$ cat src/rtl/axi_wr_burst_mst.sv
// rtl/axi_wr_burst_mst.sv - AXI write-burst master: linear request plus data stream to AXI write bursts
//
// Turns one (start address, byte count) request plus an input beat stream into
// AXI write bursts. Bursts are split at MAX_BURST beats and at 4KB boundaries.
// The last beat carries tail strobes, and at most MAX_OUTS bursts are in flight.
//
// Ports:
//   clk, rstj                      clock, asynchronous active-low reset
//   cfgStart/cfgAddr/cfgBytes      request (sampled in IDLE only)
//   busy, done, errResp            status (done is a 1-cycle pulse, errResp sticky)
//   inValid/inReady/inData         input beat stream
//   awValid/awReady/awAddr/awLen/awId   AXI write address channel
//   wValid/wReady/wData/wStrb/wLast     AXI write data channel
//   bValid/bResp/bReady                 AXI write response channel
module axi_wr_burst_mst #(
    parameter int         DATA_W    = 128,
    parameter int         ADDR_W    = 32,
    parameter int         LEN_W     = 24,
    parameter int         MAX_BURST = 16,
    parameter int         MAX_OUTS  = 4,
    parameter logic [3:0] AXI_ID    = 4'd0
) (
    input  logic                clk,
    input  logic                rstj,
    input  logic                cfgStart,
    input  logic [ADDR_W-1:0]   cfgAddr,
    input  logic [LEN_W-1:0]    cfgBytes,
    output logic                busy,
    output logic                done,
    output logic                errResp,
    input  logic                inValid,
    output logic                inReady,
    input  logic [DATA_W-1:0]   inData,
    output logic                awValid,
    input  logic                awReady,
    output logic [ADDR_W-1:0]   awAddr,
    output logic [7:0]          awLen,
    output logic [3:0]          awId,
    output logic                wValid,
    input  logic                wReady,
    output logic [DATA_W-1:0]   wData,
    output logic [DATA_W/8-1:0] wStrb,
    output logic                wLast,
    input  logic                bValid,
    input  logic [1:0]          bResp,
    output logic                bReady
);

    localparam int BPB     = DATA_W / 8;
    localparam int BPB_LOG = $clog2(BPB);
    localparam int OUTS_W  = $clog2(MAX_OUTS + 1);
    localparam int PTR_W   = (MAX_OUTS > 1) ? $clog2(MAX_OUTS) : 1;

    typedef enum logic [1:0] {S_IDLE, S_RUN, S_DRAIN, S_FIN} state_t;

    state_t              state, state_nxt;
    logic [ADDR_W-1:0]   cur_addr;
    logic [LEN_W-1:0]    aw_left;
    logic [LEN_W-1:0]    w_left;
    logic [LEN_W-1:0]    w_left_nxt;
    logic [BPB_LOG-1:0]  tail;
    logic [OUTS_W-1:0]   outs;
    logic [OUTS_W-1:0]   outs_nxt;
    logic [7:0]          len_mem [MAX_OUTS];
    logic [PTR_W-1:0]    wr_ptr, rd_ptr;
    logic [OUTS_W-1:0]   fifo_cnt;
    logic [7:0]          beat_cnt;

    logic                start_acc, aw_fire, b_fire, w_fire, pending, pop, can_issue;
    logic [LEN_W:0]      bytes_rnd;
    logic [LEN_W-1:0]    beats;
    logic [12:0]         to_4k_bytes;
    logic [12:0]         to_4k_beats;
    logic [LEN_W-1:0]    burst_len;
    logic [BPB-1:0]      tail_mask;

    assign awId    = AXI_ID;
    assign bReady  = 1'b1;
    assign wData   = inData;

    assign start_acc = (state == S_IDLE) && cfgStart;
    assign aw_fire   = awValid && awReady;
    // B beats with nothing outstanding would be protocol errors; ignore them so the count cannot wrap.
    assign b_fire    = bValid && (outs != '0);
    assign pending   = (fifo_cnt != '0);
    assign wValid    = inValid && pending;
    assign inReady   = wReady && pending;
    assign w_fire    = inValid && inReady;
    assign wLast     = pending && (beat_cnt == len_mem[rd_ptr]);
    assign pop       = w_fire && wLast;

    assign bytes_rnd = {1'b0, cfgBytes} + (LEN_W+1)'(BPB - 1);
    assign beats     = LEN_W'(bytes_rnd >> BPB_LOG);

    // Beats left before the next 4KB page; cur_addr is always beat-aligned.
    assign to_4k_bytes = 13'h1000 - {1'b0, cur_addr[11:0]};
    assign to_4k_beats = to_4k_bytes >> BPB_LOG;

    always_comb begin
        burst_len = aw_left;
        if (burst_len > LEN_W'(MAX_BURST))
            burst_len = LEN_W'(MAX_BURST);
        if (burst_len > LEN_W'(to_4k_beats))
            burst_len = LEN_W'(to_4k_beats);
    end

    // A new AW is prepared only while none is waiting for awReady, so awAddr/awLen hold steady.
    assign can_issue = (state == S_RUN) && !awValid && (aw_left != '0) &&
                       (outs < OUTS_W'(MAX_OUTS));

    always_comb begin
        tail_mask = '0;
        for (int i = 0; i < BPB; i++)
            tail_mask[i] = (i < int'(tail));
    end

    assign wStrb = ((w_left == LEN_W'(1)) && (tail != '0)) ? tail_mask : '1;

    always_comb begin
        outs_nxt = outs;
        if (aw_fire && !b_fire)
            outs_nxt = outs + OUTS_W'(1);
        else if (!aw_fire && b_fire)
            outs_nxt = outs - OUTS_W'(1);
    end

    assign w_left_nxt = w_fire ? (w_left - LEN_W'(1)) : w_left;

    always_ff @(posedge clk or negedge rstj) begin
        if (!rstj)
            state <= S_IDLE;
        else
            state <= state_nxt;
    end

    always_comb begin
        state_nxt = state;
        busy      = (state != S_IDLE);
        done      = (state == S_FIN);
        case (state)
            S_IDLE:  if (cfgStart) state_nxt = (cfgBytes == '0) ? S_FIN : S_RUN;
            S_RUN:   if (aw_fire && (aw_left == '0)) state_nxt = S_DRAIN;
            // Look at next-cycle counts so done follows the final B by one cycle.
            S_DRAIN: if ((w_left_nxt == '0) && (outs_nxt == '0)) state_nxt = S_FIN;
            S_FIN:   state_nxt = S_IDLE;
            default: state_nxt = S_IDLE;
        endcase
    end

    always_ff @(posedge clk or negedge rstj) begin
        if (!rstj) begin
            cur_addr <= '0;
            aw_left  <= '0;
            w_left   <= '0;
            tail     <= '0;
            errResp  <= 1'b0;
            awValid  <= 1'b0;
            awAddr   <= '0;
            awLen    <= '0;
            beat_cnt <= '0;
        end else if (start_acc) begin
            cur_addr <= cfgAddr;
            aw_left  <= beats;
            w_left   <= beats;
            tail     <= cfgBytes[BPB_LOG-1:0];
            errResp  <= 1'b0;
            beat_cnt <= '0;
        end else begin
            if (can_issue) begin
                awValid  <= 1'b1;
                awAddr   <= cur_addr;
                awLen    <= 8'(burst_len - LEN_W'(1));
                cur_addr <= cur_addr + (ADDR_W'(burst_len) << BPB_LOG);
                aw_left  <= aw_left - burst_len;
            end else if (aw_fire) begin
                awValid  <= 1'b0;
            end
            if (w_fire) begin
                w_left   <= w_left - LEN_W'(1);
                beat_cnt <= wLast ? 8'd0 : beat_cnt + 8'd1;
            end
            if (b_fire && (bResp != 2'b00))
                errResp <= 1'b1;
        end
    end

    // Burst-length FIFO: one entry per accepted AW, popped by that burst's last W beat.
    always_ff @(posedge clk or negedge rstj) begin
        if (!rstj) begin
            outs     <= '0;
            wr_ptr   <= '0;
            rd_ptr   <= '0;
            fifo_cnt <= '0;
        end else begin
            outs <= outs_nxt;
            if (aw_fire)
                wr_ptr <= (wr_ptr == PTR_W'(MAX_OUTS - 1)) ? '0 : wr_ptr + PTR_W'(1);
            if (pop)
                rd_ptr <= (rd_ptr == PTR_W'(MAX_OUTS - 1)) ? '0 : rd_ptr + PTR_W'(1);
            if (aw_fire && !pop)
                fifo_cnt <= fifo_cnt + OUTS_W'(1);
            else if (!aw_fire && pop)
                fifo_cnt <= fifo_cnt - OUTS_W'(1);
        end
    end

    always_ff @(posedge clk) begin
        if (aw_fire)
            len_mem[wr_ptr] <= awLen;
    end

endmodule

$ cat config.mk
export PLATFORM = sky130hd
export DESIGN_NAME = axi_wr_burst_mst
export DESIGN_NICKNAME = d
export VERILOG_FILES = /design/src/rtl/axi_wr_burst_mst.sv
export SDC_FILE = /design/constraint.sdc
export NUM_CORES = 1
export LEC_CHECK = 0
export ABC_CLOCK_PERIOD_IN_PS = 7700
export BUFFER_PORTS_ARGS = -buffer_cell sky130_fd_sc_hd__buf_2
export CELL_PAD_IN_SITES_DETAIL_PLACEMENT = 1
export CELL_PAD_IN_SITES_GLOBAL_PLACEMENT = 1
export CORE_UTILIZATION = 25
export CTS_BUF_LIST = sky130_fd_sc_hd__clkbuf_4
export CTS_CLUSTER_SIZE = 14
export DETAILED_ROUTE_END_ITERATION = 6
export PLACE_DENSITY = 0.56
export REMOVE_ABC_BUFFERS = 1
export SLEW_MARGIN = 5
export SYNTH_ARGS = -nofsm -noshare
export SYNTH_HDL_FRONTEND = slang
export SYNTH_SLANG_ARGS = --single-unit
$ cat constraint.sdc
create_clock -name clk -period 7.7 [get_ports clk]
set_input_delay 2.31 -clock clk [delete_from_list [all_inputs] [get_ports clk]]
set_output_delay 2.31 -clock clk [all_outputs]
set_load 0.05 [all_outputs]
==> flow_metrics.env, run 1 <==
export IMPL_status="finished, final reports clean"
export IMPL_critPathSlowestCell="fa_1"
export IMPL_grt_pass1_vias=10739
export IMPL_timing_final_crit_period_ns=6.336
export IMPL_slew_headroom=0.3047
export IMPL_synth_seq_cells=178
export IMPL_timing_rr_end="cur_addr[28]"
export IMPL_fin_setup_tns_ns=0
export IMPL_antenna_found_initial=4
export IMPL_hold_viol_final=0
export IMPL_cp_max_fo=15
export IMPL_leakage_nw=5.694
export IMPL_yosys_warnings=0
export IMPL_drive_gt1_frac=0.1423
export IMPL_worst_slew_pin_transition_ns=1.033
export IMPL_hpwl_um=42200
export IMPL_fmax_ghz=0.1578
export IMPL_clock_skew_ns=0.03608
export IMPL_synth_top_area_frac=0.2917
export IMPL_grt_pass1_wl_um=78340
export IMPL_min_to="awAddr[27]"
export IMPL_cts_tree="yes"
export IMPL_worstHoldPathType="reg2reg"
export IMPL_r2r_slack_ns=1.36
export IMPL_hp_start="awAddr[27]"
export IMPL_synth_edf_count=32
export IMPL_synthTopCellsByArea="dfrtp_1 (29%), buf_4 (8.0%), edfxtp_1 (7.7%)"
export IMPL_slew_viol_final=0
export IMPL_drtAntennaViolNets=0
export IMPL_syn_area_um2=12530
export IMPL_power_mw=5.368
export IMPL_grt_use_total=0.2196
export IMPL_drc_errors=0
export IMPL_critical_path_class="reg2reg"
export IMPL_powerDensity_nw_per_um2=404.1
export IMPL_clkSlewWorstSetupHoldPaths_ns=0.17
export IMPL_wl_per_cell_um=25.62
export IMPL_ys_seq_area_frac=0.3684
export IMPL_r2r_cells=24
export IMPL_max_stage_delay_ns=0.47
export IMPL_arrival_ns=7.03
export IMPL_clk_insertion_delay_late_ns=0.82
export IMPL_first_pass_iters=5
export IMPL_routabilityCongestion=0.8353
export IMPL_cp_num_buf_inv=3
export IMPL_period_share=0.8229
export IMPL_rsz0062_at_grt="false"
export IMPL_syn_avg_cell_area_um2=8.621
export IMPL_yosys_area_top_type="dfrtp_1"
export IMPL_hold_buffers=0
export IMPL_rows=81
export IMPL_critical_path_top_delay_family="compound AO/OA/AOI/OAI gates"
export IMPL_htreeDepth=4
export IMPL_synth_common_cells="nand2_1 (243), dfrtp_1 (146), buf_4 (134), a21oi_1 (114), nor2_1 (101)"
export IMPL_end_kind="flip-flop"
export IMPL_drt_wl_total_um=54800
export IMPL_port_buffer_count=126
export IMPL_setup_viol=0
export IMPL_post_cts_setup_buffer_count=0
export IMPL_die_h_um=225.9
export IMPL_start_kind="flip-flop"
export IMPL_grt_max_degree=69
export IMPL_fin_nets=1726
export IMPL_clock_path_buffers=2
export IMPL_cts_sinks=178
export IMPL_cts_root_buffer="clkbuf_4"
export IMPL_vdd_drop_max_v=0.0001630
export IMPL_fin_ws_ns=1.364
export IMPL_final_util=0.2703
export IMPL_core_um2=49150
export IMPL_via_count=10530
export IMPL_pin_count=389
export IMPL_start_util=0.2549
export IMPL_drtIter0Drc=546
export IMPL_fp_dieW_um=225.9
export IMPL_hold_depth=2
export IMPL_crit_chain="nor4_4 > nand3b_2 > or3_4 > or3_4 > xor2_1 > inv_1 > ha_1 > a21o_1 > a211oi_1 > a21oi_1 > buf_4 > inv_1 > nor2_1 > a21o_1 > fa_1 > a211oi_1 > o21ai_0 > nand2_1 > o21ai_0 > o31ai_1 > a31oi_1 > a41oi_1 > xor2_1 > a21oi_1"
export IMPL_cap_violations=0
export IMPL_cts_buffers=17
export IMPL_ys_types=77
export IMPL_crit_reg2reg_launch="cur_addr[3]"
export IMPL_overflow=0
export IMPL_synth_most_common_cell="nand2_1"
export IMPL_synth_flop_cell="dfrtp_1"
export IMPL_required_ns=8.40
export IMPL_area_delta_synth_final_pct=6.052
export IMPL_design_die_area_um2=51010
export IMPL_dp_slack_ns=1.371
export IMPL_async_flop_share=0.8202
export IMPL_syn_inst=1453
export IMPL_viasPerCell=4.923
export IMPL_cts_repair_resized=0
-- area by class of cell --
cell class,instances,area (um^2)
Tap cell,664,830.8
Multi-Input combinational cell,1083,6710
Sequential cell,178,4614
Clock buffer,19,142.6
Fill cell,5882,35870
Clock inverter,13,121.4
Inverter,43,161.4
Timing Repair Buffer,133,689.4
Antenna cell,6,15.01
-- worst register-to-register path: cells and delay by family (launching register included) --
family                     cells  cell delay, ns
DFF                            1            0.46
adders and majority gates      2            0.78
xor gates and xnor gates       2            0.41
and+or+nand+nor                6            1.55
buffers and inverters          3            0.48
AOI/OAI and AO/OA             11            2.54
-- through the flow --
stage / std cells / area [um^2] / hold slack [ns]
2_1_floorplan: 1304 / 11460 / 0.4586
4_1_cts: 2133 / 13270 / 0.5045
6_report: 2139 / 13290 / 0.4923
5_1_grt: 2139 / 13290 / 0.5244
3_5_place_dp: 2101 / 13010 / 0.4567
3_3_place_gp: 2101 / 13010 / 0.4555
-- metal layers --
layer / part of all wire / vias up / global-route usage
li1: - / 4906 / -
met1: 0.40 / 5055 / 0.2432
met2: 0.39 / 497 / 0.2933
met3: 0.18 / 54 / 0.1905
met4: 0.014 / 18 / 0.05640
met5: 0.019 / - / 0.1564
-- logic make-up (layout without fill, tap and decap cells) --
family / count (synthesis) / count (layout) / share of synthesized area
flops: 178 / 178 / 0.3684
compound gates: 326 / 326 / 0.1592
fa+ha+maj: 78 / 78 / 0.07950
xor+xnor: 92 / 92 / 0.06432
buf+inv: 229 / 208 / 0.1094
other cells: 2 / 45 / 0.0005995
mux: 19 / 19 / 0.02347
simple gates: 529 / 529 / 0.1952
-- report_power, final --
part           internal [mW]  switching [mW]
Sequential              1.34           0.397
Combinational           1.12            1.94
Clock                  0.147           0.422
-- registers in the layout, indices dropped and copies added (netlist names), 2 cells and up --
signal	cells
tail	4
awLen	8
outs	3
beat_cnt	8
state	2
wr_ptr	2
cur_addr	32
w_left	24
rd_ptr	2
fifo_cnt	3
awAddr	32
aw_left	24
len_mem	32
-- layout by cell type (no fill, tap or decap), drive strengths merged, types with 13 or more instances in the layout --
cell	n
nand4	20
o21a	18
o21ai	87
a21oi	114
a211oi	13
nor3	31
inv	49
buf	133
nand2	244
dfrtp	146
xor2	35
edfxtp	32
ha	74
nand3	30
a21o	24
nor2	102
xnor2	57
a31oi	18
nor4	22
clkbuf	19
conb	39
or3	16
-- how the worst max path moves through the flow --
| stage | startpoint | depth (start not counted) | slack, ns | end |
|---|---|---|---|---|
| after global placement | aw_left[19] | 25 | 1.55 | cur_addr[28] |
| after CTS | cur_addr[3] | 24 | 1.31 | cur_addr[28] |
| final | cur_addr[3] | 24 | 1.36 | cur_addr[28] |
| after detailed placement | cur_addr[3] | 24 | 1.37 | cur_addr[28] |
| after global routing | cur_addr[3] | 24 | 0.69 | cur_addr[28] |
| after floorplan | awValid | 3 | 1.65 | awAddr[4] |
Power figures use the tool's default switching activity.
==> inputs of run 2 (changes only) <==
--- a/config.mk
+++ b/config.mk
@@ -5,7 +5,7 @@
 export SDC_FILE = /design/constraint.sdc
 export NUM_CORES = 1
 export LEC_CHECK = 0
-export ABC_CLOCK_PERIOD_IN_PS = 7700
+export ABC_CLOCK_PERIOD_IN_PS = 5100
 export BUFFER_PORTS_ARGS = -buffer_cell sky130_fd_sc_hd__buf_2
 export CELL_PAD_IN_SITES_DETAIL_PLACEMENT = 1
 export CELL_PAD_IN_SITES_GLOBAL_PLACEMENT = 1
@@ -13,7 +13,7 @@
 export CTS_BUF_LIST = sky130_fd_sc_hd__clkbuf_4
 export CTS_CLUSTER_SIZE = 14
 export DETAILED_ROUTE_END_ITERATION = 6
-export PLACE_DENSITY = 0.56
+export PLACE_DENSITY = 0.58
 export REMOVE_ABC_BUFFERS = 1
 export SLEW_MARGIN = 5
 export SYNTH_ARGS = -nofsm -noshare
==> constraint.sdc (replaced) <==
create_clock -name clk -period 5.1 [get_ports clk]
set_input_delay 1.53 -clock clk [delete_from_list [all_inputs] [get_ports clk]]
set_output_delay 1.53 -clock clk [all_outputs]
set_load 0.05 [all_outputs]
==> run 2 against run 1 <==
The run now ends with negative setup slack left; clock-buffer cell count decreased by 1; sequential cell count unchanged; maximum frequency increased by 19%; largest power group unchanged; clock power increased by 56%; critical endpoint unchanged; final cell count increased by 7.0%; total power increased by 86%; hold slack improved by 0.0017 ns; sequential power increased by 47%; core utilization increased by 4.1 points; via count increased by 6.8%; clock skew increased by 0.0021 ns; setup slack got worse by 1.6 ns.
==> flow_metrics.env, run 2 (same netlist as run 1, synthesis figures left out) <==
export IMPL_status="finished, violations left"
export IMPL_violations="negative setup slack"
export IMPL_core_um2=49150
export IMPL_drc_errors=0
export IMPL_rsz0062_at_grt="true"
export IMPL_fin_setup_tns_ns=-3.587
export IMPL_drtAntennaViolNets=0
export IMPL_fill_cells=5817
export IMPL_mostFrequentLayoutCells="nand2_1 (237), dfrtp_1 (146), buf_4 (144)"
export IMPL_cp_max_fo=4
export IMPL_area_delta_synth_final_pct=22.04
export IMPL_wl_per_cell_um=25.17
export IMPL_grt_pass1_wl_um=82370
export IMPL_design_die_area_um2=51010
export IMPL_slew_headroom=0.3313
export IMPL_fin_area_um2=15290
export IMPL_required_ns=5.62
export IMPL_via_count=11242
export IMPL_slew_viol_final=0
export IMPL_r2r_slack_ns=-0.20
export IMPL_cts_tree="yes"
export IMPL_fin_nets=1880
export IMPL_grt_max_degree=80
export IMPL_cts_buffers=17
export IMPL_grt_pass1_vias=11529
export IMPL_start_util=0.2549
export IMPL_worst_slew_pin_transition_ns=1.003
export IMPL_cts_root_buffer="clkbuf_4"
export IMPL_start_kind="flip-flop"
export IMPL_power_mw=9.965
export IMPL_drt_wl_total_um=57620
export IMPL_hold_depth=2
export IMPL_end_kind="flip-flop"
export IMPL_first_pass_iters=5
export IMPL_final_common_cell="nand2_1"
export IMPL_timing_rr_end="cur_addr[28]"
export IMPL_routabilityCongestion=0.8483
export IMPL_clock_path_buffers=2
export IMPL_period_share=1.040
export IMPL_vdd_drop_max_v=0.0002574
export IMPL_hpwl_um=43630
export IMPL_hold_buffers=0
export IMPL_arrival_ns=5.82
export IMPL_setup_viol=29
export IMPL_hold_viol_final=0
export IMPL_pin_count=389
export IMPL_min_to="awAddr[25]"
export IMPL_clock_skew_ns=0.03813
export IMPL_port_buffer_count=126
export IMPL_fin_ws_ns=-0.2046
export IMPL_powerDensity_nw_per_um2=651.8
export IMPL_clk_insertion_delay_late_ns=0.67
export IMPL_overflow=0
export IMPL_leakage_nw=6.616
export IMPL_r2r_cells=25
export IMPL_crit_reg2reg_launch="aw_left[23]"
export IMPL_cts_sinks=178
export IMPL_hp_start="awAddr[25]"
export IMPL_reg_top3="awAddr x32, cur_addr x32, len_mem x32"
export IMPL_drive_gt1_frac=0.2908
export IMPL_timing_final_crit_period_ns=5.305
export IMPL_worstHoldPathType="reg2reg"
export IMPL_antenna_found_initial=2
export IMPL_viasPerCell=4.911
export IMPL_drtIter0Drc=555
export IMPL_clkSlewWorstSetupHoldPaths_ns=0.14
export IMPL_cap_violations=0
export IMPL_fmax_ghz=0.1885
export IMPL_fp_dieW_um=225.9
export IMPL_die_h_um=225.9
export IMPL_dpl_instance_area_um2=13860
export IMPL_grt_use_total=0.2277
export IMPL_critical_path_class="reg2reg"
export IMPL_rows=81
export IMPL_htreeDepth=4
==> run 2: routing by layer <==
layer / wire, um / vias to the layer above / GRT usage
li1: - / 5206 / -
met1: 23370 / 5425 / 0.2587
met2: 23050 / 546 / 0.3143
met3: 9788 / 49 / 0.1875
met4: 666 / 16 / 0.04235
met5: 740 / - / 0.1281
==> run 2: critical path: stages, from the launching register on <==
cell      delay, ns
dfrtp_1        0.42
nor4_2         0.42
nand4_1        0.23
or2_2          0.34
a21oi_1        0.17
and2_1         0.22
ha_1           0.26
nor2b_1        0.14
o21a_1         0.18
o21a_1         0.19
o21bai_4       0.13
a21oi_4        0.09
buf_6          0.14
mux2i_4        0.19
ha_4           0.18
fa_2           0.39
a211oi_2       0.24
o21ai_1        0.12
nand2_1        0.13
o21ai_2        0.08
o31ai_2        0.21
buf_4          0.17
a31oi_4        0.10
a41oi_2        0.19
xor2_1         0.16
a21oi_1        0.08
==> run 2: repair_timing <==
item | 4_1_cts | 5_1_grt
resized for setup | 124 | 68
pin swaps | 90 | 54
buffers inserted | 29 | 13
gates cloned | 0 | 0
setup endpoints to repair | 42 | 48
==> run 2: worst max-delay path by stage <==
stage | slack, ns | start | endpoint | depth (start not counted)
6_report | -0.20 | aw_left[23] | cur_addr[28] | 25
5_1_grt | -0.53 | cur_addr[3] | aw_left[13] | 25
4_1_cts | -0.35 | cur_addr[1] | aw_left[11] | 25
3_3_place_gp | -0.52 | aw_left[23] | cur_addr[26] | 26
2_1_floorplan | -0.95 | awValid | awAddr[4] | 3
3_5_place_dp | -0.68 | aw_left[23] | cur_addr[31] | 26
==> run 2: through the flow <==
stage | instances | hold WS [ns] | utilization | setup WS, ns
2_1_floorplan | 1304 | 0.4586 | - | -0.9491
3_3_place_gp | 2214 | 0.4557 | 0.2820 | -0.5211
3_5_place_dp | 2214 | 0.4568 | 0.2820 | -0.6829
4_1_cts | 2275 | 0.4999 | 0.3030 | -0.3480
5_1_grt | 2289 | 0.5238 | 0.3110 | -0.5267
6_report | 2289 | 0.4940 | 0.3110 | -0.2046
==> run 2: area by class of cell <==
class / instances / area, um^2 / area share
inverters: 43 / 163.9 / 0.01072
clock inverters: 14 / 152.6 / 0.009984
multi-input cells: 1083 / 7468 / 0.4885
clock buffers: 18 / 135.1 / 0.008839
well taps: 664 / 830.8 / 0.05434
repair buffers: 287 / 1918 / 0.1255
diodes: 2 / 5.005 / 0.0003274
flip-flops and latches: 178 / 4614 / 0.3018
==> run 2: report_power, final <==
part	switching (mW)	total, mW	internal, mW
Clock	0.581	0.885	0.305
Combinational	3.66	6.53	2.86
Sequential	0.529	2.55	2.02
